**config.mk**
```make
export PLATFORM = sky130hd
export DESIGN_NAME = serial_subtractor_flat
export DESIGN_NICKNAME = d
export VERILOG_FILES = /design/src/rtl/serial_subtractor_if.sv /design/src/rtl/serial_subtractor.sv /design/src/flat_wrapper.sv
export SDC_FILE = /design/constraint.sdc
export NUM_CORES = 1
export LEC_CHECK = 0
export BUFFER_PORTS_ARGS = -buffer_cell sky130_fd_sc_hd__buf_2
export CORE_MARGIN = 1
export CORE_UTILIZATION = 50
export CTS_CLUSTER_DIAMETER = 30
export DETAILED_ROUTE_END_ITERATION = 8
export PLACE_DENSITY_LB_ADDON = 0.25
export SYNTH_ARGS = -nofsm -noshare
export SYNTH_HDL_FRONTEND = slang
export SYNTH_SLANG_ARGS = --single-unit
```
**constraint.sdc**
```tcl
create_clock -name clk -period 1.62 [get_ports clk]
set_input_delay 0.162 -clock clk [delete_from_list [all_inputs] [get_ports clk]]
set_output_delay 0.162 -clock clk [all_outputs]
set_load 0.02 [all_outputs]
```
**src/rtl/serial_subtractor_if.sv**
```systemverilog
// serial_subtractor_if: handshake and data bundle for the bit-serial subtractor.
//   master : drives start, a, b (and sub when SERIAL_SUB_ADD_MODE_EN is defined)
//   slave  : drives busy, done, diff, borrow_out, overflow
// Optional macro SERIAL_SUB_ADD_MODE_EN adds the sub select line.
interface serial_subtractor_if #(parameter int WIDTH = 4);
  logic             start;
  logic [WIDTH-1:0] a;
  logic [WIDTH-1:0] b;
`ifdef SERIAL_SUB_ADD_MODE_EN
  logic             sub;
`endif
  logic             busy;
  logic             done;
  logic [WIDTH-1:0] diff;
  logic             borrow_out;
  logic             overflow;

`ifdef SERIAL_SUB_ADD_MODE_EN
  modport master (output start, a, b, sub,
                  input  busy, done, diff, borrow_out, overflow);
  modport slave  (input  start, a, b, sub,
                  output busy, done, diff, borrow_out, overflow);
`else
  modport master (output start, a, b,
                  input  busy, done, diff, borrow_out, overflow);
  modport slave  (input  start, a, b,
                  output busy, done, diff, borrow_out, overflow);
`endif
endinterface

```
**src/rtl/serial_subtractor.sv**
```systemverilog
// serial_subtractor: bit-serial two's-complement DIFF = A - B, LSB first,
// built as A + ~B + 1 through one full-adder cell with a registered carry.
// Ports:
//   clk   : rising-edge clock
//   rst_n : asynchronous active-low reset
//   bus   : serial_subtractor_if.slave (start/a/b in; busy/done/diff/borrow_out/overflow out)
// Optional macro SERIAL_SUB_ADD_MODE_EN: adds bus.sub; sub=0 computes A + B and
// borrow_out then reports the carry-out.
//
// state | meaning
// IDLE  | waiting for start; operands latched on accepted start
// LOAD  | preset carry and bit counter
// SHIFT | one result bit per cycle, LSB first
// DONE  | one-cycle done pulse, result registers already updated
module serial_subtractor #(
  parameter int WIDTH = 4
) (
  input logic               clk,
  input logic               rst_n,
  serial_subtractor_if.slave bus
);

  localparam int CW = (WIDTH > 1) ? $clog2(WIDTH) : 1;
  localparam logic [CW-1:0] LAST_BIT = CW'(WIDTH - 1);

  typedef enum logic [1:0] {S_IDLE, S_LOAD, S_SHIFT, S_DONE} state_e;

  state_e           state_q, state_d;
  logic [WIDTH-1:0] sa_q, sa_d;
  logic [WIDTH-1:0] sb_q, sb_d;
  logic [WIDTH-1:0] res_q, res_d;
  logic [CW-1:0]    cnt_q, cnt_d;
  logic             carry_q, carry_d;
  logic [WIDTH-1:0] diff_q, diff_d;
  logic             borrow_q, borrow_d;
  logic             ovf_q, ovf_d;
  logic             sub_q, sub_d;

  logic sum_bit;
  logic carry_nx;

  assign sum_bit  = sa_q[0] ^ sb_q[0] ^ carry_q;
  assign carry_nx = (sa_q[0] & sb_q[0]) | (carry_q & (sa_q[0] ^ sb_q[0]));

  always_comb begin
    state_d  = state_q;
    sa_d     = sa_q;
    sb_d     = sb_q;
    res_d    = res_q;
    cnt_d    = cnt_q;
    carry_d  = carry_q;
    diff_d   = diff_q;
    borrow_d = borrow_q;
    ovf_d    = ovf_q;
    sub_d    = sub_q;

    unique case (state_q)
      S_IDLE: begin
        if (bus.start) begin
`ifdef SERIAL_SUB_ADD_MODE_EN
          sub_d = bus.sub;
          sb_d  = bus.sub ? ~bus.b : bus.b;
`else
          sub_d = 1'b1;
          sb_d  = ~bus.b;
`endif
          sa_d    = bus.a;
          state_d = S_LOAD;
        end
      end
      S_LOAD: begin
        // Carry-in of 1 completes the two's complement of b.
        carry_d = sub_q;
        cnt_d   = '0;
        res_d   = '0;
        state_d = S_SHIFT;
      end
      S_SHIFT: begin
        res_d   = {sum_bit, res_q[WIDTH-1:1]};
        sa_d    = {1'b0, sa_q[WIDTH-1:1]};
        sb_d    = {1'b0, sb_q[WIDTH-1:1]};
        carry_d = carry_nx;
        cnt_d   = cnt_q + CW'(1);
        if (cnt_q == LAST_BIT) begin
          // carry_q here is the carry into the MSB, carry_nx the carry out of it.
          diff_d   = {sum_bit, res_q[WIDTH-1:1]};
          borrow_d = sub_q ? ~carry_nx : carry_nx;
          ovf_d    = carry_q ^ carry_nx;
          state_d  = S_DONE;
        end
      end
      S_DONE: begin
        state_d = S_IDLE;
      end
      default: state_d = S_IDLE;
    endcase
  end

  always_ff @(posedge clk or negedge rst_n) begin
    if (!rst_n) begin
      state_q  <= S_IDLE;
      sa_q     <= '0;
      sb_q     <= '0;
      res_q    <= '0;
      cnt_q    <= '0;
      carry_q  <= 1'b0;
      diff_q   <= '0;
      borrow_q <= 1'b0;
      ovf_q    <= 1'b0;
      sub_q    <= 1'b0;
    end else begin
      state_q  <= state_d;
      sa_q     <= sa_d;
      sb_q     <= sb_d;
      res_q    <= res_d;
      cnt_q    <= cnt_d;
      carry_q  <= carry_d;
      diff_q   <= diff_d;
      borrow_q <= borrow_d;
      ovf_q    <= ovf_d;
      sub_q    <= sub_d;
    end
  end

  assign bus.busy       = (state_q == S_LOAD) || (state_q == S_SHIFT);
  assign bus.done       = (state_q == S_DONE);
  assign bus.diff       = diff_q;
  assign bus.borrow_out = borrow_q;
  assign bus.overflow   = ovf_q;

endmodule

```
**src/flat_wrapper.sv**
```systemverilog
// flat-port wrapper written by rule: the top's interface ports become plain ports
module serial_subtractor_flat 
#(
  parameter int WIDTH = 4
)
  (clk, rst_n, bus_start, bus_a, bus_b, bus_busy, bus_done, bus_diff, bus_borrow_out, bus_overflow);
  serial_subtractor_if #(.WIDTH(WIDTH)) bus_i ();
  input logic clk;
  input logic rst_n;
  input wire logic [$bits(bus_i.start)-1:0] bus_start;
  input wire logic [$bits(bus_i.a)-1:0] bus_a;
  input wire logic [$bits(bus_i.b)-1:0] bus_b;
  output wire logic [$bits(bus_i.busy)-1:0] bus_busy;
  output wire logic [$bits(bus_i.done)-1:0] bus_done;
  output wire logic [$bits(bus_i.diff)-1:0] bus_diff;
  output wire logic [$bits(bus_i.borrow_out)-1:0] bus_borrow_out;
  output wire logic [$bits(bus_i.overflow)-1:0] bus_overflow;
  assign bus_i.start = bus_start;
  assign bus_i.a = bus_a;
  assign bus_i.b = bus_b;
  assign bus_busy = bus_i.busy;
  assign bus_done = bus_i.done;
  assign bus_diff = bus_i.diff;
  assign bus_borrow_out = bus_i.borrow_out;
  assign bus_overflow = bus_i.overflow;
  serial_subtractor #(.WIDTH(WIDTH)) u_core (.clk(clk), .rst_n(rst_n), .bus(bus_i));
endmodule
```
Word level (Yosys, flattened, before mapping):

Index checks and enable logic that the tools add are counted.

* output and inout bits: 8
* bits in registers: 24

* bitwise gates (word level): 8
* equality and inequality tests: 6
* mux-type cells: 11
* add/subtract/negate cells: 1
* reduce and logical (&&, ||, !) cells: 8

Operator list (count)
* $pmux W4 S2: 3
* $mux W4: 2
* $pmux W2 S4: 1
* $reduce_and A2 Y1: 4
* $eq A2 B2 Y1 const B: 3
* $mux W2: 2
* $not A4 Y4: 1
* $pmux W2 S2: 1
* $reduce_bool A2 Y1: 2
* $xor A1 B1 Y1: 3
* $add A2 B1 Y2 const B: 1
* $and A1 B1 Y1: 2
* $eq A2 B1 Y1 const B: 1
* $logic_not A2 Y1: 1
* $ne A2 B1 Y1 const B: 1
* $ne A2 B2 Y1 const B: 1
* $pmux W1 S2: 1
* $logic_or A1 B1 Y1: 1
* $mux W1: 1
* $not A1 Y1: 1
* $or A1 B1 Y1: 1

Longest topological paths before layout:

* depth after elaboration: 5
* mapped depth: 6
* depth with buffers taken out: 5

Worst setup path after synthesis:

No wires, ideal clock.

* kind: reg2reg
* from: reg u_core.state_q[1]
* to: reg u_core.res_q[1]
* cell stages (with the launch flop): 5
* path slack: 218 ps
* data arrival time: 1266 ps
* data required time: 1483 ps
* clock period less this slack: 1402 ps
* setup time: 137 ps
* cells stage by stage: dfrtp_1 -> inv_1 -> ha_1 -> buf_1 -> o21ai_0

* cells in the longest elaborated chain, start to end: 2
* elaborated cells on any way between the ends: 4
* those cells by class: 2 x eq/ne; 1 x mux; 1 x reduce/logical

RTL lines
* from (decl): RTL line serial_subtractor.sv:28 `state_e state_q, state_d;`
* from (signal assigned): RTL line serial_subtractor.sv:112 `state_q <= state_d;`
* $eq A2 B2 Y1 or $eq A2 B1 Y1 (tied branches): RTL line serial_subtractor.sv:57 `unique case (state_q)`
* $pmux W4 S2 or $reduce_bool A2 Y1 (tied branches)
* to (signal assigned): RTL line serial_subtractor.sv:115 `res_q <= res_d;`
* to (decl): RTL line serial_subtractor.sv:31 `logic [WIDTH-1:0] res_q, res_d;`

Several ways; a longest one is shown, not always the timed one.
A chain may end at the register's enable or synchronous reset.

Worst setup path after layout:

* from: reg u_core.state_q[1]
* to: out bus_busy

* cells in the longest elaborated chain, start to end: 2
* elaborated cells on any way between the ends: 3
* those cells by class: 2 x eq/ne; 1 x reduce/logical

RTL lines
* $eq A2 B1 Y1 or $eq A2 B2 Y1 (tied branches): RTL line serial_subtractor.sv:125 `assign bus.busy = (state_q == S_LOAD) || (state_q == S_SHIFT);`
* $logic_or A1 B1 Y1 (*): RTL line serial_subtractor.sv:125
* to (decl): RTL line flat_wrapper.sv:13 `output wire logic [$bits(bus_i.busy)-1:0] bus_busy;`

Mark *: on every way between the ends. The rest lies on a longest branch, timed or not.

==> results.yml <==
status:
  status: "finished, final reports clean"
grt:
  antenna_found_initial: 0
  grt_max_degree: 24
  grt_pass1_wl_um: 3660
  gr-usage-all-layers: 0.197
  grt-ovfl-total: 0
  grt_pass1_vias: 807
clocking:
  root_buffer: "clkbuf_4"
  clkSinkCount: 23
  cts_max_level: 1
  cts_buffers: 3
  clk_pin_slew_ns: 0.13
  cts_tree: "yes"
  clockBufferDepth: 2
  postCtsSetupRepairBufs: 0
  clk_latency_ns: 0.31
floorplanning:
  start_util: 0.553
  core_um2: 2040
  die_area_um2: 2450
  io-pin-count: 19
  die_y_um: 49.5
  die_w_um: 49.5
  row_count: 16
timing:
  finalCritPeriodShare: 0.953
  rsz0062_at_grt: "false"
  tns_ns: 0
  hold_viol: 0
  slew_headroom: 0.667
  worst_clock_skew_ns: 0.00210
  finalMaxSlewViolations: 0
  setup_slack_ns: 0.0754
  worst_hold_slack_ns: 0.0676
  tightest_slew_ns: 0.499
  setup_viol: 0
  max_clock_freq_mhz: 647
  min_period_ns: 1.54
critical_path:
  r2r_slack_ns: 0.15
  crit_type: "reg -> out"
  start_kind: "register"
  crit_arrival_ns: 1.38
  r2r_start: "u_core.state_q[1]$_DFFE_PN0P_"
  cp-end-kind: "output pin"
  crit_start: "u_core.state_q[1]$_DFFE_PN0P_"
  path_max_fanout: 14
  cp.required_ns: 1.46
pwr:
  p_leak_nw: 0.580
  vdd_drop_max_mv: 1.56
  p_per_area_nw_per_um2: 2000
layout:
  fillers: 178
  syn_to_final_growth_pct: 15.3
  final_util: 0.638
  fin_nets: 145
  diodes: 0
  drive_gt1_frac: 0.236
  multi_input_area_um2: 507
  seqCellArea_um2: 576
yosys:
  synthMuxAreaShare: 0.0321
  synth_cell_types: 29
  synth_nets: 123
  yosys.area_share.simple: 0.136
  syn_inst: 106
  synth_fa_ha_area_frac: 0.0731
  synth-seq-cells: 23
  ys.flop_type: "dfrtp_1"
  yosysSeqAreaShare: 0.509
  yosysWarnings: 0
  synth-compound-area-share: 0.178
  postSynthAreaPerCell_um2: 10.7
  synth_top_family_by_area: "compound AO/OA/AOI/OAI gates"
  postSynth.asyncResetShare: 1.00
  synth-edff-count: 0
  synth-xor-area-share: 0.0155
  syn_area_um2: 1130
route:
  highest_layer: "met4"
  wl_um: 2080
  vias: 837
  viasPerCell: 5.44
  detail-route-antenna-nets: 0
  route.detailed.drc: 0
  wl_met3_um: 100
  wl_met2_um: 945
  met1_length_um: 1010
  drtPass1Iterations: 4
  wl_per_cell_um: 13.5
  drtIter0Drc: 16
placed_design:
  preCtsSetupSlack_ns: 0.110
  port_buffers: 18
  gp_congestion: 0.802
  post-dp-hpwl_um: 1470
worst_hold_path:
  hp-class: "in -> reg"
  holdCritStartpoint: "bus_b[3]"
flow_run:
  drv_cap: 0
metal layers:
metal,GRT usage,vias up
li1,-,417
met1,0.282,396
met2,0.297,20
met3,0.0432,4
met4,0.0571,0
met5,0,-
sequential cells by signal (all words and copies together), names as in the netlist:
name	count
u_core.sa_q	4
u_core.bus.borrow_out	1
u_core.carry_q	1
u_core.res_q	3
u_core.sub_q	1
u_core.cnt_q	2
u_core.sb_q	4
u_core.bus.diff	4
u_core.state_q	2
u_core.bus.overflow	1
cell usage after synthesis, drive strengths merged, types with 3 or more instances:
master	n	area share
o22a	3	0.023
o221a	5	0.050
ha	5	0.055
nand2	9	0.030
dfrtp	23	0.51
nand3b	5	0.033
nand3	7	0.031
o21ai	12	0.053
buf	5	0.025
a31oi	3	0.017
inv	8	0.027
nor2	5	0.017
worst paths after layout:
| kind | endpoint | cells past startpoint |
|---|---|---|
| min in group asynchronous | u_core.bus.overflow$_DFFE_PN0P_ | 2 |
| setup reg to reg | u_core.state_q[1]$_DFFE_PN0P_ | 5 |
| max in group asynchronous | u_core.bus.diff[1]$_DFFE_PN0P_ | 2 |
| hold reg to reg | u_core.bus.overflow$_DFFE_PN0P_ | 2 |
| setup / recovery | bus_busy | 3 |
| hold / removal | u_core.sb_q[3]$_DFFE_PN0P_ | 2 |
logic make-up (layout without fill, tap and decap cells):
group,Yosys count,after routing
multiplexers,3,3
XOR/XNOR,2,2
AO/OA/AOI/OAI,28,28
adder cells (fa/ha/maj),6,6
flip-flops,23,23
buffers and inverters,14,35
AND/OR/NAND/NOR,30,30
cell type report:
class,instances,share of cell area
clock buffers,4,0.0202
inverters,8,0.0231
multi-input cells,69,0.389
flip-flops and latches,23,0.442
well taps,27,0.0259
repair buffers,23,0.0999
where the power goes:
group	internal [W]	leakage (nW)	switching [W]
Combinational	0.000656	0.278	0.000729
Sequential	0.000791	0.287	0.000154
Clock	0.0000961	0.0150	0.000174
Total	0.00154	0.580	0.00106
what timing repair did:
item / in CTS / in global routing
endpoints found under the hold margin: 23 / 0
setup endpoints to repair: 1 / 11
pin swaps: 0 / 0
hold buffers: 1 / 0
gates resized for setup: 2 / 1
cell usage in the layout (no fill, tap or decap), types with 2 or more instances in the layout:
master,n
a31oi_1,3
buf_2,18
buf_4,4
clkbuf_4,3
dfrtp_1,23
ha_1,3
inv_1,8
nand2_1,9
nand2b_1,2
nand3_1,7
nand3b_1,5
nor2_1,5
o21ai_1,11
o221a_1,5
o22a_1,3
xnor2_1,2
metrics by stage:
step / power, W / instances / area, µm²
3_5_place_dp: 0.00225 / 149 / 1250
3_3_place_gp: 0.00220 / 149 / 1250
4_1_cts: 0.00259 / 154 / 1300
5_1_grt: 0.00280 / 154 / 1300
6_report: 0.00260 / 154 / 1300
2_1_floorplan: 0.00196 / 106 / 1130
critical path, stage by stage, from the launching register on:
cell and delay, ns:
dfrtp_1 0.43, inv_1 0.11, ha_4 0.36, buf_2 0.19
Power figures use the tool's default switching activity.
